===== src/rtl/hazard_scoreboard_pkg.sv =====
`default_nettype none
// hazard_scoreboard_pkg: shared widths, defaults and stall-cause encodings
// for the ID-stage hazard scoreboard.
package hazard_scoreboard_pkg;

   // Each scoreboard entry is {addr[ADDR_W-1:0], tnew[WIDTH_T-1:0]}.
   localparam int ADDR_W          = 5;
   localparam int DEF_WIDTH_T     = 3;
   localparam int DEF_MULT_CYCLES = 5;
   localparam int DEF_DIV_CYCLES  = 10;
   localparam int DEF_CNT_W       = 32;

   localparam logic [DEF_WIDTH_T-1:0] TUSE_INF = '1;

   typedef enum logic [1:0] {
      CAUSE_NONE = 2'b00,
      CAUSE_DATA = 2'b01,
      CAUSE_MD   = 2'b10,
      CAUSE_BOTH = 2'b11
   } stall_cause_e;

   function automatic int md_cnt_w(input int mult_c, input int div_c);
      return $clog2(((mult_c > div_c) ? mult_c : div_c) + 1);
   endfunction

endpackage
`default_nettype wire


===== src/rtl/hazard_scoreboard_if.sv =====
`default_nettype none
// hazard_scoreboard_if: ID-stage request bundle and stall/scoreboard results.
interface hazard_scoreboard_if
   import hazard_scoreboard_pkg::*;
#(
   parameter int N_STAGES = 2,
   parameter int WIDTH_T  = DEF_WIDTH_T,
   parameter int CNT_W    = DEF_CNT_W
);
   logic                         id_valid;
   logic [ADDR_W-1:0]            id_rs;
   logic [ADDR_W-1:0]            id_rt;
   logic [WIDTH_T-1:0]           id_tuse_rs;
   logic [WIDTH_T-1:0]           id_tuse_rt;
   logic [ADDR_W-1:0]            id_waddr;
   logic [WIDTH_T-1:0]           id_tnew;
   logic                         id_md_use;
   logic                         id_md_start;
   logic                         id_md_div;
   logic                         freeze;
   logic                         flush;

   logic                         stall_pc;
   logic                         stall_id;
   logic                         clr_ex;
   logic [1:0]                   stall_cause;
   logic [ADDR_W*N_STAGES-1:0]   sb_addr_flat;
   logic [WIDTH_T*N_STAGES-1:0]  sb_tnew_flat;
   logic                         md_busy;
   logic [CNT_W-1:0]             stall_cnt;

   modport master (
      output id_valid, id_rs, id_rt, id_tuse_rs, id_tuse_rt, id_waddr, id_tnew,
             id_md_use, id_md_start, id_md_div, freeze, flush,
      input  stall_pc, stall_id, clr_ex, stall_cause, sb_addr_flat, sb_tnew_flat,
             md_busy, stall_cnt
   );

   modport slave (
      input  id_valid, id_rs, id_rt, id_tuse_rs, id_tuse_rt, id_waddr, id_tnew,
             id_md_use, id_md_start, id_md_div, freeze, flush,
      output stall_pc, stall_id, clr_ex, stall_cause, sb_addr_flat, sb_tnew_flat,
             md_busy, stall_cnt
   );
endinterface
`default_nettype wire


===== src/rtl/hazard_sb_entry.sv =====
`default_nettype none
// hazard_sb_entry: one scoreboard stage holding a pending write address and
// its remaining Tnew, decremented (saturating at 0) as it advances.
module hazard_sb_entry
   import hazard_scoreboard_pkg::*;
#(
   parameter int WIDTH_T = DEF_WIDTH_T
) (
   input  logic                clk,
   input  logic                rst_n,
   input  logic                hold,
   input  logic                clear,
   input  logic [ADDR_W-1:0]   d_addr,
   input  logic [WIDTH_T-1:0]  d_tnew,
   output logic [ADDR_W-1:0]   addr,
   output logic [WIDTH_T-1:0]  tnew
);

   function automatic logic [WIDTH_T-1:0] sat_dec(input logic [WIDTH_T-1:0] x);
      return (x == '0) ? '0 : x - WIDTH_T'(1);
   endfunction

   // clear outranks hold so a flush lands even while the pipeline is frozen
   always_ff @(posedge clk or negedge rst_n) begin
      if (!rst_n) begin
         addr <= '0;
         tnew <= '0;
      end else if (clear) begin
         addr <= '0;
         tnew <= '0;
      end else if (!hold) begin
         addr <= d_addr;
         tnew <= sat_dec(d_tnew);
      end
   end

endmodule
`default_nettype wire


===== src/rtl/hazard_scoreboard.sv =====
`default_nettype none
// hazard_scoreboard: ID-stage stall generator tracking pending register writes
// over N_STAGES post-ID stages, HI/LO unit busy time and stalled cycles.
module hazard_scoreboard
   import hazard_scoreboard_pkg::*;
#(
   parameter int N_STAGES    = 2,
   parameter int WIDTH_T     = DEF_WIDTH_T,
   parameter int MULT_CYCLES = DEF_MULT_CYCLES,
   parameter int DIV_CYCLES  = DEF_DIV_CYCLES,
   parameter int CNT_W       = DEF_CNT_W
) (
   input  logic                 clk,
   input  logic                 rst_n,
   hazard_scoreboard_if.slave   sb
);

   localparam int               MD_W    = md_cnt_w(MULT_CYCLES, DIV_CYCLES);
   localparam logic [MD_W-1:0]  MULT_LD = MD_W'(MULT_CYCLES);
   localparam logic [MD_W-1:0]  DIV_LD  = MD_W'(DIV_CYCLES);

   logic [ADDR_W-1:0]   addr [N_STAGES];
   logic [WIDTH_T-1:0]  tnew [N_STAGES];
   logic [N_STAGES-1:0] hit_rs;
   logic [N_STAGES-1:0] hit_rt;
   logic                data_stall;
   logic                md_stall;
   logic                stall;
   logic                head_valid;
   logic                md_accept;
   logic [MD_W-1:0]     md_cnt;
   logic [CNT_W-1:0]    stall_cnt_q;

   always_comb begin
      hit_rs = '0;
      hit_rt = '0;
      for (int k = 0; k < N_STAGES; k++) begin
         hit_rs[k] = (addr[k] == sb.id_rs) && (tnew[k] > sb.id_tuse_rs);
         hit_rt[k] = (addr[k] == sb.id_rt) && (tnew[k] > sb.id_tuse_rt);
      end
   end

   // $0 is excluded on the source side, so a matching empty entry never stalls
   assign data_stall = sb.id_valid && (((sb.id_rs != '0) && (|hit_rs)) ||
                                       ((sb.id_rt != '0) && (|hit_rt)));
   assign md_stall   = sb.id_valid && sb.id_md_use && (md_cnt != '0);
   assign stall      = data_stall || md_stall;
   assign head_valid = sb.id_valid && !stall;
   assign md_accept  = sb.id_valid && sb.id_md_start && !stall && !sb.freeze && !sb.flush;

   assign sb.stall_pc    = stall;
   assign sb.stall_id    = stall;
   assign sb.clr_ex      = stall;
   assign sb.stall_cause = md_stall ? (data_stall ? CAUSE_BOTH : CAUSE_MD)
                                    : (data_stall ? CAUSE_DATA : CAUSE_NONE);
   assign sb.md_busy     = (md_cnt != '0);
   assign sb.stall_cnt   = stall_cnt_q;

   genvar k;
   generate
      for (k = 0; k < N_STAGES; k++) begin : g_stage
         logic [ADDR_W-1:0]  d_addr;
         logic [WIDTH_T-1:0] d_tnew;

         if (k == 0) begin : g_head
            assign d_addr = head_valid ? sb.id_waddr : '0;
            assign d_tnew = head_valid ? sb.id_tnew  : '0;
         end else begin : g_tail
            assign d_addr = addr[k-1];
            assign d_tnew = tnew[k-1];
         end

         hazard_sb_entry #(.WIDTH_T(WIDTH_T)) u_entry (
            .clk    (clk),
            .rst_n  (rst_n),
            .hold   (sb.freeze),
            .clear  (sb.flush),
            .d_addr (d_addr),
            .d_tnew (d_tnew),
            .addr   (addr[k]),
            .tnew   (tnew[k])
         );

         assign sb.sb_addr_flat[ADDR_W*k +: ADDR_W]   = addr[k];
         assign sb.sb_tnew_flat[WIDTH_T*k +: WIDTH_T] = tnew[k];
      end
   endgenerate

   // HI/LO work cannot be cancelled, so neither freeze nor flush touches md_cnt
   always_ff @(posedge clk or negedge rst_n) begin
      if (!rst_n) begin
         md_cnt <= '0;
      end else if (md_accept) begin
         md_cnt <= sb.id_md_div ? DIV_LD : MULT_LD;
      end else if (md_cnt != '0) begin
         md_cnt <= md_cnt - MD_W'(1);
      end
   end

   always_ff @(posedge clk or negedge rst_n) begin
      if (!rst_n) begin
         stall_cnt_q <= '0;
      end else if (stall && !sb.freeze) begin
         stall_cnt_q <= stall_cnt_q + CNT_W'(1);
      end
   end

endmodule
`default_nettype wire


===== src/flat_wrapper.sv =====
// flat-port wrapper written by rule: the top's interface ports become plain ports
module hazard_scoreboard_flat import hazard_scoreboard_pkg::*;
#(
   parameter int N_STAGES    = 2,
   parameter int WIDTH_T     = DEF_WIDTH_T,
   parameter int MULT_CYCLES = DEF_MULT_CYCLES,
   parameter int DIV_CYCLES  = DEF_DIV_CYCLES,
   parameter int CNT_W       = DEF_CNT_W
)
  (clk, rst_n, sb_id_valid, sb_id_rs, sb_id_rt, sb_id_tuse_rs, sb_id_tuse_rt, sb_id_waddr, sb_id_tnew, sb_id_md_use, sb_id_md_start, sb_id_md_div, sb_freeze, sb_flush, sb_stall_pc, sb_stall_id, sb_clr_ex, sb_stall_cause, sb_sb_addr_flat, sb_sb_tnew_flat, sb_md_busy, sb_stall_cnt);
  hazard_scoreboard_if #(.N_STAGES(N_STAGES), .WIDTH_T(WIDTH_T), .CNT_W(CNT_W)) sb_i ();
  input  logic clk;
  input  logic rst_n;
  input wire logic [$bits(sb_i.id_valid)-1:0] sb_id_valid;
  input wire logic [$bits(sb_i.id_rs)-1:0] sb_id_rs;
  input wire logic [$bits(sb_i.id_rt)-1:0] sb_id_rt;
  input wire logic [$bits(sb_i.id_tuse_rs)-1:0] sb_id_tuse_rs;
  input wire logic [$bits(sb_i.id_tuse_rt)-1:0] sb_id_tuse_rt;
  input wire logic [$bits(sb_i.id_waddr)-1:0] sb_id_waddr;
  input wire logic [$bits(sb_i.id_tnew)-1:0] sb_id_tnew;
  input wire logic [$bits(sb_i.id_md_use)-1:0] sb_id_md_use;
  input wire logic [$bits(sb_i.id_md_start)-1:0] sb_id_md_start;
  input wire logic [$bits(sb_i.id_md_div)-1:0] sb_id_md_div;
  input wire logic [$bits(sb_i.freeze)-1:0] sb_freeze;
  input wire logic [$bits(sb_i.flush)-1:0] sb_flush;
  output wire logic [$bits(sb_i.stall_pc)-1:0] sb_stall_pc;
  output wire logic [$bits(sb_i.stall_id)-1:0] sb_stall_id;
  output wire logic [$bits(sb_i.clr_ex)-1:0] sb_clr_ex;
  output wire logic [$bits(sb_i.stall_cause)-1:0] sb_stall_cause;
  output wire logic [$bits(sb_i.sb_addr_flat)-1:0] sb_sb_addr_flat;
  output wire logic [$bits(sb_i.sb_tnew_flat)-1:0] sb_sb_tnew_flat;
  output wire logic [$bits(sb_i.md_busy)-1:0] sb_md_busy;
  output wire logic [$bits(sb_i.stall_cnt)-1:0] sb_stall_cnt;
  assign sb_i.id_valid = sb_id_valid;
  assign sb_i.id_rs = sb_id_rs;
  assign sb_i.id_rt = sb_id_rt;
  assign sb_i.id_tuse_rs = sb_id_tuse_rs;
  assign sb_i.id_tuse_rt = sb_id_tuse_rt;
  assign sb_i.id_waddr = sb_id_waddr;
  assign sb_i.id_tnew = sb_id_tnew;
  assign sb_i.id_md_use = sb_id_md_use;
  assign sb_i.id_md_start = sb_id_md_start;
  assign sb_i.id_md_div = sb_id_md_div;
  assign sb_i.freeze = sb_freeze;
  assign sb_i.flush = sb_flush;
  assign sb_stall_pc = sb_i.stall_pc;
  assign sb_stall_id = sb_i.stall_id;
  assign sb_clr_ex = sb_i.clr_ex;
  assign sb_stall_cause = sb_i.stall_cause;
  assign sb_sb_addr_flat = sb_i.sb_addr_flat;
  assign sb_sb_tnew_flat = sb_i.sb_tnew_flat;
  assign sb_md_busy = sb_i.md_busy;
  assign sb_stall_cnt = sb_i.stall_cnt;
  hazard_scoreboard #(.N_STAGES(N_STAGES), .WIDTH_T(WIDTH_T), .MULT_CYCLES(MULT_CYCLES), .DIV_CYCLES(DIV_CYCLES), .CNT_W(CNT_W)) u_core (.clk(clk), .rst_n(rst_n), .sb(sb_i));
endmodule

===== config.mk =====
export PLATFORM = sky130hd
export DESIGN_NAME = hazard_scoreboard_flat
export DESIGN_NICKNAME = d
export VERILOG_FILES = /design/src/rtl/hazard_scoreboard_pkg.sv /design/src/rtl/hazard_scoreboard_if.sv /design/src/rtl/hazard_sb_entry.sv /design/src/rtl/hazard_scoreboard.sv /design/src/flat_wrapper.sv
export SDC_FILE = /design/constraint.sdc
export NUM_CORES = 1
export LEC_CHECK = 0
export ABC_CLOCK_PERIOD_IN_PS = 4660
export BUFFER_PORTS_ARGS = -buffer_cell sky130_fd_sc_hd__buf_4
export CAP_MARGIN = 30
export CELL_PAD_IN_SITES_DETAIL_PLACEMENT = 1
export CELL_PAD_IN_SITES_GLOBAL_PLACEMENT = 2
export CORE_UTILIZATION = 34
export CTS_CLUSTER_DIAMETER = 40
export CTS_CLUSTER_SIZE = 24
export DETAILED_ROUTE_END_ITERATION = 10
export HOLD_SLACK_MARGIN = 0.12
export PLACE_DENSITY_LB_ADDON = 0.2
export RECOVER_POWER = 50
export SYNTH_ARGS = -nofsm -noshare
export SYNTH_HDL_FRONTEND = slang
export SYNTH_SLANG_ARGS = --single-unit

===== constraint.sdc =====
create_clock -name clk -period 4.66 [get_ports clk]
set_clock_uncertainty 0.1 [all_clocks]
set_input_delay 0.466 -clock clk [delete_from_list [all_inputs] [get_ports clk]]
set_output_delay 0.466 -clock clk [all_outputs]
set_load 0.01 [all_outputs]

==> Word level (Yosys, flattened, before mapping) <==
Index checks and enable logic that the tools add are counted.
{ "op_classes": {"addsub": 4, "order_cmp": 4, "eq_ne": 5, "n_mux": 18, "reduce_logical": 28} }
{ "op_table": {"columns": ["op", "count"], "rows": [
  ["adder 32 x 1 -> 32 bit (second input constant)", 1],
  ["two-way mux 5 bit", 5],
  ["two-way mux 3 bit", 7],
  ["equality test 5 bit", 4],
  ["logical AND 1 bit", 15],
  ["greater-than comparator 3 bit", 4],
  ["two-way mux 4 bit", 3],
  ["nonzero test 5 bit", 2],
  ["zero test 3 bit", 2],
  ["subtractor 3 x 1 -> 3 bit (second input constant)", 2],
  ["nonzero test 4 bit", 1],
  ["OR reduction 2 bit", 2],
  ["subtractor 4 x 1 -> 4 bit (second input constant)", 1],
  ["zero test 1 bit", 3],
  ["logical OR 1 bit", 2],
  ["two-way mux 1 bit", 2],
  ["two-way mux 2 bit", 1],
  ["!= test 2 x 1 -> 1 bit (second input constant)", 1],
  ["nonzero test 2 bit", 1]
]} }
{ "word_totals": {"ff_bits": 52, "inputBits": 32, "word_cells": 65} }

==> Depth between registers and ports, before layout <==
Gate-level depths: netlist of the first run.
{ "logic_depth": {"depth_word": 14, "depth_mapped": 10} }

==> By module <==
Synthesis of the first run repeated with hierarchy kept, for this count alone.
{ "hier_totals": {"hier_cells": 300, "area_unflattened_um2": 3134.3} }
{ "by_module_without_submodules": {"columns": ["module", "instances", "cells_per_inst", "area_each_um2", "seq_area_each_um2"], "rows": [
  ["hazard_scoreboard", 1, 232, 2366.0, 900.9],
  ["hazard_sb_entry", 2, 34, 384.1, 200.2]
]} }

==> Least setup slack after synthesis of the first run <==
OpenSTA, ideal clock, no wires.
{ "synth_path": {"path_kind": "input port to output port", "from": "in sb_id_tuse_rs[2]", "to": "out sb_stall_id", "t_arrival_ns": 1.902, "required_time_ns": 4.094, "path_slack_ns": 2.192, "stages": 9, "cell_sequence": "inv_1 -> ha_1 -> a21oi_1 -> a211oi_1 -> nand4_1 -> a21oi_2 -> nor3_2 -> and2b_1 -> buf_4"} }
{ "synth_between": {"elab_chain_len": 7, "word_cells_on_any_way": 9} }
{ "synth_rtl": {"columns": ["element", "line_no", "text"], "rows": [
  ["start: declaration", "flat_wrapper.sv:17", "input wire logic [$bits(sb_i.id_tuse_rs)-1:0] sb_id_tuse_rs;"],
  ["greater-than comparator 3 bit", "hazard_scoreboard.sv:38", "hit_rs[k] = (addr[k] == sb.id_rs) && (tnew[k] > sb.id_tuse_rs);"],
  ["logical AND 1 bit", "hazard_scoreboard.sv:38", null],
  ["OR reduction 2 bit *", "hazard_scoreboard.sv:44", "assign data_stall = sb.id_valid && (((sb.id_rs != '0) && (|hit_rs)) ||"],
  ["logical AND 1 bit *", "hazard_scoreboard.sv:44", null],
  ["logical OR 1 bit *", "hazard_scoreboard.sv:44", null],
  ["logical AND 1 bit *", "hazard_scoreboard.sv:44", null],
  ["logical OR 1 bit *", "hazard_scoreboard.sv:47", "assign stall = data_stall || md_stall;"],
  ["end: declaration", "flat_wrapper.sv:27", "output wire logic [$bits(sb_i.stall_id)-1:0] sb_stall_id;"]
]} }
Every way passes the cells marked *; elsewhere a longest branch is shown, timed or not.

==> results.cfg, run 1 <==
[run_status]
status = finished, violations left
violations = capacitance limit, slew limit

[clock_tree]
clkSlewWorstSetupHoldPaths_ns = 0.10
worstSkewPairLatency_ns = 0.30
cts_max_level = 2
cts_setup_buffers = 0
clk_root_buffer_cell = clkbuf_8
cts_tree = yes
cts_buffer_depth = 2
cts.sinks = 52
numCtsBuffers = 5

[flow_run]
max-cap-violations = 1

[logic_synthesis]
synthArstFlopShare = 1.000
synth.distinct_cells = 42
ys_seq_area_frac = 0.4226
netlist_area_um2 = 3079
syn_avg_cell_area_um2 = 10.16
synth_edf_count = 0
synth_seq_cells = 52
yosysTopAreaCellShare = 0.4226
syn_nets = 352
synth_area_leader_cell = dfrtp_1
ys.flop_type = dfrtp_1
synth_top_cells_by_area = dfrtp_1, xor2_1, ha_1, mux2i_1, nor3_1
ys.warnings.count = 0
synthCells = 303

[global_routing]
grt_pass1_vias = 2644
grt_pass1_wl_um = 13540
grt_antenna_before_repair = 0
grt-ovfl-total = 0
grt_max_degree = 53
track_usage = 0.1775

[sta]
finalSetupTns_ns = 0
setup_violations = 0
slew_violations = 53
fin_crit_ns = 3.321
rsz0062_at_grt = false
hold_viol = 0
min_period_over_period = 0.7127
tightest_slew_ns = 2.855
fmax_mhz = 301.1
slew_headroom = -0.9034

[power_and_ir_drop]
total_power_mw = 1.134
leakagePower_nw = 1.897
power_density_nw_per_um2 = 296.8
vdd_drop_max_mv = 0.1820

[cells_and_area]
diodes = 0
layout_common_cells = buf_4, dfrtp_1, xor2_1
finalNetCount = 433
fill_cells = 1041
area_growth_pct = 24.06
drive_gt1_frac = 0.2312
fin_util = 0.4359
final_common_cell = buf_4

[worst_setup_path]
worst-setup-path-type = input pin to asynchronous set/reset pin
r2r_cells = 8
cp_cell_sequence = dlygate4sd3_1, clkbuf_1
worstPathRequired_ns = 4.36
path_buf_inv = 2
cp_slowest_stage_delay_ns = 2.01
cp.depth = 2
cp_top_family = buffers and inverters
worstSetupEndpointType = asynchronous set/reset pin
crit_path_top_delay_cell = clkbuf_1
arrival_ns = 3.02
critPathMaxFanout = 52
critPathLaunchType = input pin

[floorplanning]
dieArea_um2 = 9441
core-area_um2 = 8763
die_h_um = 97.17
io_pins = 86
die_x_um = 97.17
rows = 34
start_util = 0.3514

[placed_design]
routabilityCongestion = 0.7719
port_buffers = 85
dpl.hpwl_um = 5954

[drt]
detail_route.wl_per_cell_um = 16.30
vias = 2485
drtIter0Drc = 90
drt-total-wl_um = 8036
postRouteAntennaNets = 0
firstDrtPassIters = 4
drc = 0
drt-vias-per-instance = 5.041

[min_path]
hold_path_class = input pin to flop
hold_depth = 2
==> cell usage after synthesis (3+ instances only) <==
library cell,count
a21oi_1,9
a22o_1,5
a31oi_1,4
and2_1,4
and3_1,4
and4_1,3
buf_4,5
clkbuf_1,3
dfrtp_1,52
ha_1,17
inv_1,15
mux2_2,3
mux2i_1,8
nand2_1,19
nand3_1,9
nand4_1,7
nor2_1,17
nor2b_1,5
nor3_1,16
nor3b_1,6
nor4_1,3
nor4_2,4
nor4b_2,3
o21ai_0,7
xnor2_1,8
xor2_1,44
==> flip-flops by register name, indices dropped and copies added, names as in the netlist <==
register and count:
u_core.sb.stall_cnt 32, u_core.g_stage.u_entry.tnew 6, u_core.md_cnt 4, u_core.g_stage.u_entry.addr 10
==> worst paths after layout <==
path                                                startpoint                                       endpoint  slack [ns]
max                                                      rst_n            u_core.sb.stall_cnt[21]$_DFFE_PN0P_        1.34
min                                               sb_id_md_div                   u_core.md_cnt[2]$_DFFE_PN0P_        0.26
max reg2reg                       u_core.md_cnt[0]$_DFFE_PN0P_                   u_core.md_cnt[1]$_DFFE_PN0P_        2.01
min reg2reg                u_core.sb.stall_cnt[31]$_DFFE_PN0P_            u_core.sb.stall_cnt[31]$_DFFE_PN0P_        0.37
max in group clk                  u_core.md_cnt[0]$_DFFE_PN0P_                                    sb_stall_id        1.67
min in group asynchronous                                rst_n  u_core.g_stage[0].u_entry.tnew[2]$_DFFE_PN0P_        1.53
==> through the flow <==
step / cells / area, um^2 / worst slack [ns] / hold WS [ns]
6_report: 493 / 3820 / 1.339 / 0.2636
5_1_grt: 493 / 3820 / 0.7233 / 0.2532
4_1_cts: 493 / 3899 / 1.591 / 0.2570
3_5_place_dp: 484 / 3791 / 1.902 / 0.3660
3_3_place_gp: 484 / 3791 / 1.956 / 0.3577
2_1_floorplan: 303 / 3079 / 2.192 / 0.07041
==> power by group <==
part / internal (mW) / total [mW] / leakage [nW] / switching, mW
clock network: 0.121 / 0.274 / 0.0434 / 0.153
registers: 0.501 / 0.557 / 0.688 / 0.0561
logic: 0.145 / 0.304 / 1.17 / 0.158
total: 0.767 / 1.13 / 1.90 / 0.367
==> cells by family (layout without fill, tap and decap cells) <==
| group | Yosys count | count (layout) | share of synthesized area |
|---|---|---|---|
| muxes | 11 | 11 | 0.03698 |
| adders and majority gates | 17 | 17 | 0.06908 |
| buffers and inverters | 28 | 110 | 0.04348 |
| xor gates and xnor gates | 52 | 52 | 0.1479 |
| and+or+nand+nor | 111 | 111 | 0.2121 |
| AOI/OAI and AO/OA | 32 | 32 | 0.06786 |
| DFF | 52 | 52 | 0.4226 |
==> metal layers <==
layer,global-route usage,vias to the layer above,part of all wire
met1,0.2366,1232,0.46
met5,0,-,0
met2,0.3028,44,0.50
met4,0.03789,0,0.0092
li1,-,1202,-
met3,0.02950,7,0.034
==> repair_timing <==
item                                   4_1_cts  5_1_grt
endpoints found under the hold margin        3        0
gates resized for setup                      0        0
setup endpoints to repair                    0        0
hold buffers                                 1        0
==> final cells by class <==
class	instances	area (um^2)	share of cell area
Multi-Input combinational cell	223	1653	0.4327
Sequential cell	52	1301	0.3406
Timing Repair Buffer	87	576.8	0.1510
Tap cell	108	135.1	0.03538
Clock buffer	6	82.58	0.02162
Inverter	15	56.30	0.01474
Clock inverter	2	15.01	0.003931
Note: power is estimated with default switching activity, not from simulation.
==> run 2, diff against run 1 <==
- ABC_AREA: not set -> 1
- ABC_CLOCK_PERIOD_IN_PS: 4660 -> 2700
- CORE_UTILIZATION: 34 -> 27
- clock period: 4.66 -> 2.7 ns (I/O delays scaled with it)
==> results.cfg, run 2 <==
[run_status]
status = completed

[power_and_ir_drop]
total_power_mw = 2.158
power_density_nw_per_um2 = 466.3
vdd_drop_max_mv = 0.2387
leakagePower_nw = 2.245

[worst_setup_path]
critPathLaunchType = flop
timing.critical_path.from = u_core.g_stage[1].u_entry.tnew[1]$_DFFE_PN0P_
critPathMaxFanout = 7
worstSetupEndpointType = output port
worstPathRequired_ns = 2.33
worst-setup-path-type = flop to output port
cp_top_family = simple AND/OR/NAND/NOR gates
cp-endpoint = sb_stall_pc
arrival_ns = 2.20
r2r_end = u_core.sb.stall_cnt[1]$_DFFE_PN0P_
r2r_slack_ns = 0.25
cp_cell_sequence = ha_4, nand2_1, nor2_1, nor2_1, nor2_1, nand2_1, nand2_1, nand2_1, nand2_1, inv_2, o21ai_4, buf_6
path_buf_inv = 2
r2r_cells = 14
crit_path_top_delay_cell = dfrtp_2
rr_startpoint = u_core.g_stage[1].u_entry.tnew[1]$_DFFE_PN0P_
cp.depth = 12
critPathMostFrequentCell = nand2_1
cp_slowest_stage_delay_ns = 0.48

[logic_synthesis]
synthCells = 502
synth_mux_area_frac = 0
synthArstFlopShare = 1.000
syn_avg_cell_area_um2 = 7.245
synth_xor_area_frac = 0.1204
yosysTopAreaCellShare = 0.3578
synth_seq_cells = 52
synthTopCellsByCount = nand2_1, dfrtp_1, nand3_1
syn_nets = 551
ys.warnings.count = 0
netlist_area_um2 = 3637
synth_edf_count = 0
synth-adder-area-share = 0.05848
synth.distinct_cells = 26
ys_seq_area_frac = 0.3578
yosys.area_share.simple = 0.3523
synth_area_leader_cell = dfrtp_1
synth_top_cells_by_area = dfrtp_1, nand2_1, nand3_1, xnor2_1, xor2_1
synth-compound-area-share = 0.03268
ys.flop_type = dfrtp_1
synth_top_family_by_area = simple AND/OR/NAND/NOR gates
yosysMostFrequentCell = nand2_1

[global_routing]
grt_antenna_before_repair = 0
grt_pass1_vias = 3781
grt_pass1_wl_um = 20290
grt_max_degree = 53
track_usage = 0.1835
grt-ovfl-total = 0

[floorplanning]
start_util = 0.2758
die_h_um = 118.1
dieArea_um2 = 13940
die_x_um = 118.1
io_pins = 86
rows = 42
core-area_um2 = 13190

[sta]
slew_headroom = 0.07746
setup_violations = 0
min_period_over_period = 0.9518
slew_violations = 0
fin_crit_ns = 2.570
fmax_mhz = 389.1
hold_viol = 0
tightest_slew_ns = 1.384

[cells_and_area]
final_area_um2 = 4628
fill_cells = 1674
largest_reg_flops = 32
final_common_cell = nand2_1
layout_common_cells = nand2_1, buf_4, nand3_1
stdcell_count = 768
area_growth_pct = 27.24
diodes = 0
drive_gt1_frac = 0.1588
finalNetCount = 640

[drt]
vias = 3571
drt-total-wl_um = 12140
drtIter0Drc = 125
drt-vias-per-instance = 4.650
detail_route.wl_per_cell_um = 15.80
firstDrtPassIters = 4
drc = 0
postRouteAntennaNets = 0

[clock_tree]
worstSkewPairLatency_ns = 0.30
cts.sinks = 52
cts_max_level = 2
cts_buffer_depth = 2
clk_root_buffer_cell = clkbuf_16
cts_tree = yes
numCtsBuffers = 5
clkSlewWorstSetupHoldPaths_ns = 0.08

[placed_design]
routabilityCongestion = 0.8621
placed_area_um2 = 4436
dp_cells = 754
dpl.hpwl_um = 9342
port_buffers = 85

[min_path]
hold_path_class = input pin to flop

[flow_run]
max-cap-violations = 0
[run 2: logic make-up (layout without fill, tap and decap cells)]
group,after synthesis,after routing
DFF,52,52
adders and majority gates,17,17
and+or+nand+nor,300,300
xor gates and xnor gates,50,50
AOI/OAI and AO/OA,20,20
buffers and inverters,63,153
[run 2: layer usage]
metal | GRT usage | wire length, um
met5 | 0 | 0
met4 | 0.04567 | 146
met3 | 0.02665 | 380
met2 | 0.3221 | 6013
met1 | 0.2348 | 5595
[run 2: stage by stage]
step                      setup slack, ns    util  hold slack [ns]  TNS (ns)
after floorplan                    0.5020       -          -0.1256         0
after global placement             0.3129  0.3363           0.2673         0
after detailed placement           0.2737  0.3363           0.2790         0
after CTS                         0.09701  0.3496           0.1204         0
after global routing            -0.007830  0.3509           0.1401  -0.01777
final                              0.1302  0.3509           0.1226         0
[run 2: final cells by class]
type	instances	area (um^2)	share of cell area
timing repair buffer	97	650.6	0.1406
clock inverter	2	16.27	0.003514
tap	176	220.2	0.04758
clock buffer	6	128.9	0.02785
multi-input combinational	387	2126	0.4593
sequential	52	1306	0.2822
inverter	48	180.2	0.03893
[run 2: what timing repair did]
action / CTS / global route
hold buffers: 3 / 0
resized for setup: 0 / 13
setup endpoints to repair: 0 / 3
setup buffers: 0 / 3
endpoints found under the hold margin: 54 / 0
[run 2: how the worst min path moves through the flow]
stage / to / slack (ns) / depth (start not counted) / startpoint
floorplan: u_core.g_stage[0].u_entry.addr[0]$_DFFE_PN0P_ / -0.13 / 0 / rst_n
global placement: u_core.md_cnt[3]$_DFFE_PN0P_ / 0.27 / 1 / rst_n
detailed placement: u_core.md_cnt[3]$_DFFE_PN0P_ / 0.28 / 1 / rst_n
CTS: u_core.g_stage[0].u_entry.addr[0]$_DFFE_PN0P_ / 0.12 / 3 / sb_id_waddr[0]
global route: u_core.g_stage[0].u_entry.addr[0]$_DFFE_PN0P_ / 0.14 / 3 / sb_id_waddr[0]
finish: u_core.g_stage[0].u_entry.addr[0]$_DFFE_PN0P_ / 0.12 / 3 / sb_id_waddr[0]
[run 2: where the power goes]
part | internal (mW) | switching [mW]
Clock | 0.347 | 0.319
Combinational | 0.242 | 0.340
Sequential | 0.843 | 0.0664
[run 2: worst min-delay path, stage by stage]
cell and delay, ns:
buf_4 0.09, nand3_1 0.06, o21ai_0 0.07
